--- src/rtl/ram_loader_pkg.sv ---
// ram_loader_pkg: shared state encoding and sizing for the RAM load/dump engine.
// Rev 1.0
`default_nettype none
`timescale 1ns/1ps

package ram_loader_pkg;

  localparam int DEF_ADDR_W = 13;
  localparam int DEF_DATA_W = 8;
  localparam int DEF_LEN_W  = 14;
  localparam int RAM_BYTES  = 2**DEF_ADDR_W;

  typedef enum logic [2:0] {
    IDLE  = 3'd0,
    GRANT = 3'd1,
    LOAD  = 3'd2,
    DUMP  = 3'd3,
    DONE  = 3'd4
  } state_t;

endpackage

`default_nettype wire

--- src/rtl/ram_loader.sv ---
// ram_loader: host-link bus master that streams bytes into (LOAD) or out of (DUMP) the system RAM port.
// Rev 1.0
`default_nettype none
`timescale 1ns/1ps

module ram_loader
  import ram_loader_pkg::*;
#(
  parameter int ADDR_W = DEF_ADDR_W,
  parameter int DATA_W = DEF_DATA_W,
  parameter int LEN_W  = DEF_LEN_W
) (
  input  logic              clk,
  input  logic              rst_n,
  input  logic              cmd_valid,
  output logic              cmd_ready,
  input  logic              cmd_write,
  input  logic [ADDR_W-1:0] cmd_addr,
  input  logic [LEN_W-1:0]  cmd_len,
  input  logic              in_valid,
  output logic              in_ready,
  input  logic [DATA_W-1:0] in_data,
  output logic              out_valid,
  input  logic              out_ready,
  output logic [DATA_W-1:0] out_data,
  output logic              bus_req,
  input  logic              bus_gnt,
  output logic [ADDR_W-1:0] ram_addr,
  output logic              ram_w_en,
  output logic [DATA_W-1:0] ram_din,
  input  logic [DATA_W-1:0] ram_dout,
  output logic              busy,
  output logic              done
);

  state_t              state;
  logic [ADDR_W-1:0]   cur_addr;
  logic [LEN_W-1:0]    remaining;
  logic                rd_pend;
  logic [DATA_W-1:0]   obuf;
  logic                is_write;
  logic                done_zero;

  logic                accept;
  logic                rd_issue;

  assign accept    = cmd_valid && (state == IDLE);
  assign cmd_ready = (state == IDLE);
  assign busy      = (state != IDLE);
  assign bus_req   = (state == GRANT) || (state == LOAD) || (state == DUMP);
  assign in_ready  = (state == LOAD) && bus_gnt;
  assign ram_w_en  = in_ready && in_valid;
  assign ram_din   = (state == LOAD) ? in_data : '0;
  assign ram_addr  = cur_addr;
  assign out_data  = obuf;
  assign done      = done_zero || (state == DONE);

  // A new read waits until the one-entry buffer has drained, so out_ready never reaches the RAM port.
  assign rd_issue  = (state == DUMP) && bus_gnt && !rd_pend && !out_valid &&
                     (remaining != '0);

  always_ff @(posedge clk or negedge rst_n) begin
    if (!rst_n) begin
      state     <= IDLE;
      cur_addr  <= '0;
      remaining <= '0;
      rd_pend   <= 1'b0;
      obuf      <= '0;
      out_valid <= 1'b0;
      is_write  <= 1'b0;
      done_zero <= 1'b0;
    end else begin
      done_zero <= 1'b0;
      case (state)
        IDLE: begin
          if (accept) begin
            cur_addr  <= cmd_addr;
            remaining <= cmd_len;
            is_write  <= cmd_write;
            if (cmd_len == '0) begin
              done_zero <= 1'b1;
            end else begin
              state <= GRANT;
            end
          end
        end
        GRANT: begin
          if (bus_gnt) begin
            state <= is_write ? LOAD : DUMP;
          end
        end
        LOAD: begin
          if (ram_w_en) begin
            cur_addr  <= cur_addr + ADDR_W'(1);
            remaining <= remaining - LEN_W'(1);
            if (remaining == LEN_W'(1)) begin
              state <= DONE;
            end
          end
        end
        DUMP: begin
          if (rd_issue) begin
            rd_pend   <= 1'b1;
            cur_addr  <= cur_addr + ADDR_W'(1);
            remaining <= remaining - LEN_W'(1);
          end
          // Read data is captured regardless of grant; the RAM already latched the address.
          if (rd_pend) begin
            obuf      <= ram_dout;
            out_valid <= 1'b1;
            rd_pend   <= 1'b0;
          end
          if (out_valid && out_ready) begin
            out_valid <= 1'b0;
            if (remaining == '0) begin
              state <= DONE;
            end
          end
        end
        DONE: begin
          state <= IDLE;
        end
        default: begin
          state <= IDLE;
        end
      endcase
    end
  end

endmodule

`default_nettype wire

--- config.mk ---
export PLATFORM = sky130hd
export DESIGN_NAME = ram_loader
export DESIGN_NICKNAME = d
export VERILOG_FILES = /design/src/rtl/ram_loader_pkg.sv /design/src/rtl/ram_loader.sv
export SDC_FILE = /design/constraint.sdc
export NUM_CORES = 1
export LEC_CHECK = 0
export CORE_MARGIN = 8
export CORE_UTILIZATION = 50
export CTS_BUF_LIST = sky130_fd_sc_hd__clkbuf_4 sky130_fd_sc_hd__clkbuf_8 sky130_fd_sc_hd__clkbuf_16
export DETAILED_ROUTE_END_ITERATION = 8
export GPL_TIMING_DRIVEN = 0
export PLACE_DENSITY = 0.84
export SLEW_MARGIN = 20
export SYNTH_ARGS = -nofsm -noshare
export SYNTH_HDL_FRONTEND = slang
export SYNTH_SLANG_ARGS = --single-unit
--- constraint.sdc ---
create_clock -name clk -period 5.12 [get_ports clk]
set_input_delay 1.024 -clock clk [delete_from_list [all_inputs] [get_ports clk]]
set_output_delay 1.024 -clock clk [all_outputs]
set_load 0.01 [all_outputs]
# After elaboration in Yosys (flattened, before gate mapping)
# Cells that the tools add are included.
# word_totals
inputBits	50
wordCells	73
output_inout_bits	36
ff_bits	42
# classes
n_addsub	2
n_mux	25
n_eq_ne	13
reduce_logical	25
# ops
op	n
two-way mux 14 bit	3
case mux 14 bit (3 select lines)	1
two-way mux 13 bit	3
case mux 13 bit (3 select lines)	1
logical NOT 14 bit	2
two-way mux 3 bit	7
equality test 14 x 1 -> 1 bit, second input constant	1
nonzero test 14 bit	1
subtractor 14 x 1 -> 14 bit, second input constant	1
adder 13 x 1 -> 13 bit, second input constant	1
case mux 3 bit (4 select lines)	1
logical AND 1 bit	8
two-way mux 1 bit	8
two-way mux 8 bit	1
!= test 2 x 1 -> 1 bit, second input constant	4
!= test 2 bit, second input constant	4
AND reduction 7 bit	1
equality test 3 x 2 -> 1 bit, second input constant	2
AND reduction 2 bit	3
nonzero test 3 bit	2
AND reduction 4 bit	1
equality test 3 x 1 -> 1 bit, second input constant	1
equality test 3 bit, second input constant	1
logical NOT 3 bit	1
3 further kinds	6

# Depth between registers and ports, before layout
# logic_depth
ltp_word	7
depth_mapped	9
depth_no_buf	7

# Least setup slack after synthesis
# OpenSTA, ideal clock, no wires.
# synth_timing
path_kind	input-to-reg
start	in bus_gnt
end	reg remaining[1]
arrival_time_ps	2197
path_stages	6
n_path_buf	1
t_required_ps	4993
setup_ps	127
setup_slack_ps	2796
path_cell_list	or3b_1 -> a31oi_1 -> o211ai_2 -> buf_6 -> a211oi_1 -> a21oi_1
# synth_via
elab_chain_len	6
elab_cells_between_ends	9
classes_between	eq/ne: 2; reduce/logical: 7
# synth_rtl
item	line_no	source
start: declaration	ram_loader.sv:27	input logic bus_gnt,
logical AND 1 bit (4 in a row)	ram_loader.sv:59	assign rd_issue = (state == DUMP) && bus_gnt && !rd_pend && !out_valid &&
!= test 2 bit (no line)	n/a	
AND reduction 4 bit (no line) (*)	n/a	
end signal: assignment	ram_loader.sv:78	remaining <= cmd_len;
end signal: assignment	ram_loader.sv:95	remaining <= remaining - LEN_W'(1);
end signal: assignment	ram_loader.sv:105	remaining <= remaining - LEN_W'(1);
end: declaration	ram_loader.sv:38	logic [LEN_W-1:0] remaining;
# Every way passes the cells marked *; elsewhere a longest branch is shown, timed or not.
# A chain may end at the register's enable or synchronous reset.

# Final worst setup path
# layout_timing
start	in bus_gnt
end	out ram_w_en
# layout_via
elab_chain_len	2
# layout_rtl
item	line_no	source
logical AND 1 bit	ram_loader.sv:51	assign in_ready = (state == LOAD) && bus_gnt;
logical AND 1 bit	ram_loader.sv:52	assign ram_w_en = in_ready && in_valid;
end: declaration	ram_loader.sv:29	output logic ram_w_en,
# Every way passes these cells.

==> flow_summary.json <==
{
  "status": "finished, final reports clean",
  "grt_pass1_wl_um": 13200,
  "synth-edff-count": 0,
  "met2_usage": 0.365,
  "cp.required_ns": 4.10,
  "drtAntennaViolNets": 0,
  "numCtsBuffers": 5,
  "crit_fanout": 6,
  "hold_class": "flip-flop to flip-flop",
  "drive_gt1_frac": 0.101,
  "met3_usage": 0.0553,
  "yosys-top-cells-count": "dfrtp_1 (42), nor2_1 (25), a21oi_1 (22), nand2_1 (22), o21ai_0 (13)",
  "nets": 428,
  "cellPowerDensity_mw_per_mm2": 628,
  "place_ws_ns": 1.80,
  "avgSynthCellArea_um2": 9.07,
  "p_leak_nw": 1.49,
  "syn_area_mm2": 0.00256,
  "ys_ff_latch": 42,
  "synth.most_common_cell": "dfrtp_1",
  "fmax_ghz": 0.300,
  "internal-power_w": 0.00130,
  "p_sw_w": 0.000987,
  "p_seq_frac": 0.292,
  "grt_max_degree": 23,
  "hold_violations": 0,
  "yosys.area.top_type": "dfrtp_1",
  "synthToLayoutAreaGrowth_pct": 42.0,
  "core_area_mm2": 0.00501,
  "synth.top_cell.area_share": 0.411,
  "antenna_found_initial": 0,
  "overflow": 0,
  "worst_ep_arrival_time_ns": 2.31,
  "gp_congestion": 0.836,
  "switching_share": 0.432,
  "cts_root_buf": "clkbuf_8",
  "end_kind": "output port",
  "cts_resized": 0,
  "grt-busiest-layer": "met2",
  "syn_inst": 282,
  "yosys.cell_types.count": 50,
  "die-area_mm2": 0.00766,
  "chipWidth_um": 87.5,
  "ys_warn_count": 0,
  "hpwl_um": 5980,
  "async_reset_ff_frac": 1.00,
  "clkPwrFrac": 0.118,
  "cap_viol_max_count": 0,
  "ioPinCount": 86,
  "clock_sinks": 42,
  "fillCellCount": 420,
  "rsz0062_at_grt": "false",
  "routed_wl_um": 7930,
  "clk_latency_ns": 0.30,
  "relSlewSlack": 0.606,
  "ys_seq_area_frac": 0.411,
  "syn_nets": 335,
  "clk_pin_slew_ns": 0.08,
  "post_cts.repair.setup_buffers": 0,
  "fin_skew_ns": 0.00857,
  "critical_path_class": "input port to output port",
  "setup_viol": 0,
  "port_buffers": 85,
  "vdd_drop_max_uv": 336,
  "first_iter_violations": 167,
  "num_vias": 2591,
  "synth_flop_cell": "dfrtp_1",
  "period_minus_slack_ns": 3.33,
  "first_pass_iters": 5,
  "htreeDepth": 2,
  "diodes": 0,
  "fin_crit_sh": 0.651,
  "grt_pass1_vias": 2683,
  "wl_per_cell_um": 17.8,
  "grt_usage": 0.218,
  "slew_viol_final": 0,
  "drc": 0,
  "start_util": 0.511,
  "die_h_um": 87.5,
  "fin_ws_ns": 1.79,
  "synth_area_leaders": "dfrtp_1 (41%), mux2_2 (4.4%), a21oi_1 (4.3%)",
  "use_met1": 0.269,
  "rows": 26,
  "fin_tns_setup_ns": 0,
  "tightest_slew_ns": 0.586,
  "clock_path_buffers": 2,
  "crit_path_start_kind": "input port",
  "tritoncts": "built",
  "postCtsHoldBufs": 0,
  "vias_per_cell": 5.81,
  "comb_power_share": 0.590
}
-- flip-flops by register name, summed over array words and instances, names as in the netlist --
name and flops:
done_zero 1, ram_addr 13, state 3, rd_pend 1
remaining 14, is_write 1, out_valid 1, out_data 8
-- cell usage in the layout (no fill, tap or decap), types with 7 or more instances in the layout --
| cell | instances |
|---|---|
| dfrtp_1 | 42 |
| nand2_1 | 22 |
| inv_1 | 7 |
| and2_1 | 12 |
| mux2_2 | 10 |
| nand3_1 | 10 |
| o21ai_0 | 13 |
| clkbuf_1 | 12 |
| clkdlybuf4s50_1 | 84 |
| nor2_1 | 25 |
| and3_1 | 7 |
| a21oi_1 | 22 |
-- metrics by stage --
stage | utilization | hold WS [ns] | area (µm²) | total power [W] | instances
global placement | 0.698 | 0.486 | 3500 | 0.00196 | 437
CTS | 0.725 | 0.514 | 3630 | 0.00228 | 446
finish | 0.725 | 0.508 | 3630 | 0.00228 | 446
detailed placement | 0.703 | 0.496 | 3520 | 0.00201 | 438
global route | 0.725 | 0.529 | 3630 | 0.00245 | 446
floorplan | - | 0.480 | 2560 | 0.00147 | 282
-- power by group through the flow --
stage	clock [W]	combinational (W)	sequential [W]
3_5_place_dp	0	0.00134	0.000666
6_report	0.000270	0.00135	0.000667
5_1_grt	0.000285	0.00147	0.000694
4_1_cts	0.000274	0.00135	0.000662
2_1_floorplan	0	0.000787	0.000678
3_3_place_gp	0	0.00130	0.000659
-- critical path, cell delays in order --
cell	delay (ns)
clkdlybuf4s50_1	0.56
and3_1	0.18
clkdlybuf4s50_1	0.54
-- final cells by class --
| cell class | count | area [µm²] | share of cell area |
|---|---|---|---|
| Tap cell | 70 | 87.6 | 0.0241 |
| Clock inverter | 2 | 37.5 | 0.0103 |
| Timing Repair Buffer | 86 | 873 | 0.240 |
| Sequential cell | 42 | 1050 | 0.289 |
| Multi-Input combinational cell | 215 | 1380 | 0.380 |
| Buffer | 18 | 100 | 0.0275 |
| Clock buffer | 6 | 76.3 | 0.0210 |
| Inverter | 7 | 26.3 | 0.00723 |
-- routing by layer --
layer / vias to the layer above / part of all wire
met3: 15 / 0.085
met4: 0 / 0.018
li1: 1236 / -
met2: 122 / 0.48
met5: - / 0
met1: 1218 / 0.42
-- final timing paths --
| path | cells past startpoint | startpoint | slack (ns) | to |
|---|---|---|---|---|
| worst max-delay path | 3 | bus_gnt | 1.79 | ram_w_en |
| worst min-delay path | 1 | is_write$_DFFE_PN0P_ | 0.51 | is_write$_DFFE_PN0P_ |
| worst max register to register | 7 | remaining[0]$_DFFE_PN0P_ | 2.77 | state[0]$_DFFE_PN0P_ |
| worst min register to register | 1 | is_write$_DFFE_PN0P_ | 0.51 | is_write$_DFFE_PN0P_ |
| max in group asynchronous | 2 | rst_n | 3.92 | ram_addr[0]$_DFFE_PN0P_ |
| min in group asynchronous | 1 | rst_n | 0.70 | out_data[3]$_DFFE_PN0P_ |
-- cells by family after synthesis --
logic type	synth area share
AND/OR/NAND/NOR	0.268
AO/OA/AOI/OAI	0.213
flip-flops	0.411
buffers and inverters	0.0494
multiplexers	0.0440
adder cells (fa/ha/maj)	0.0147
Power figures use the tool's default switching activity.
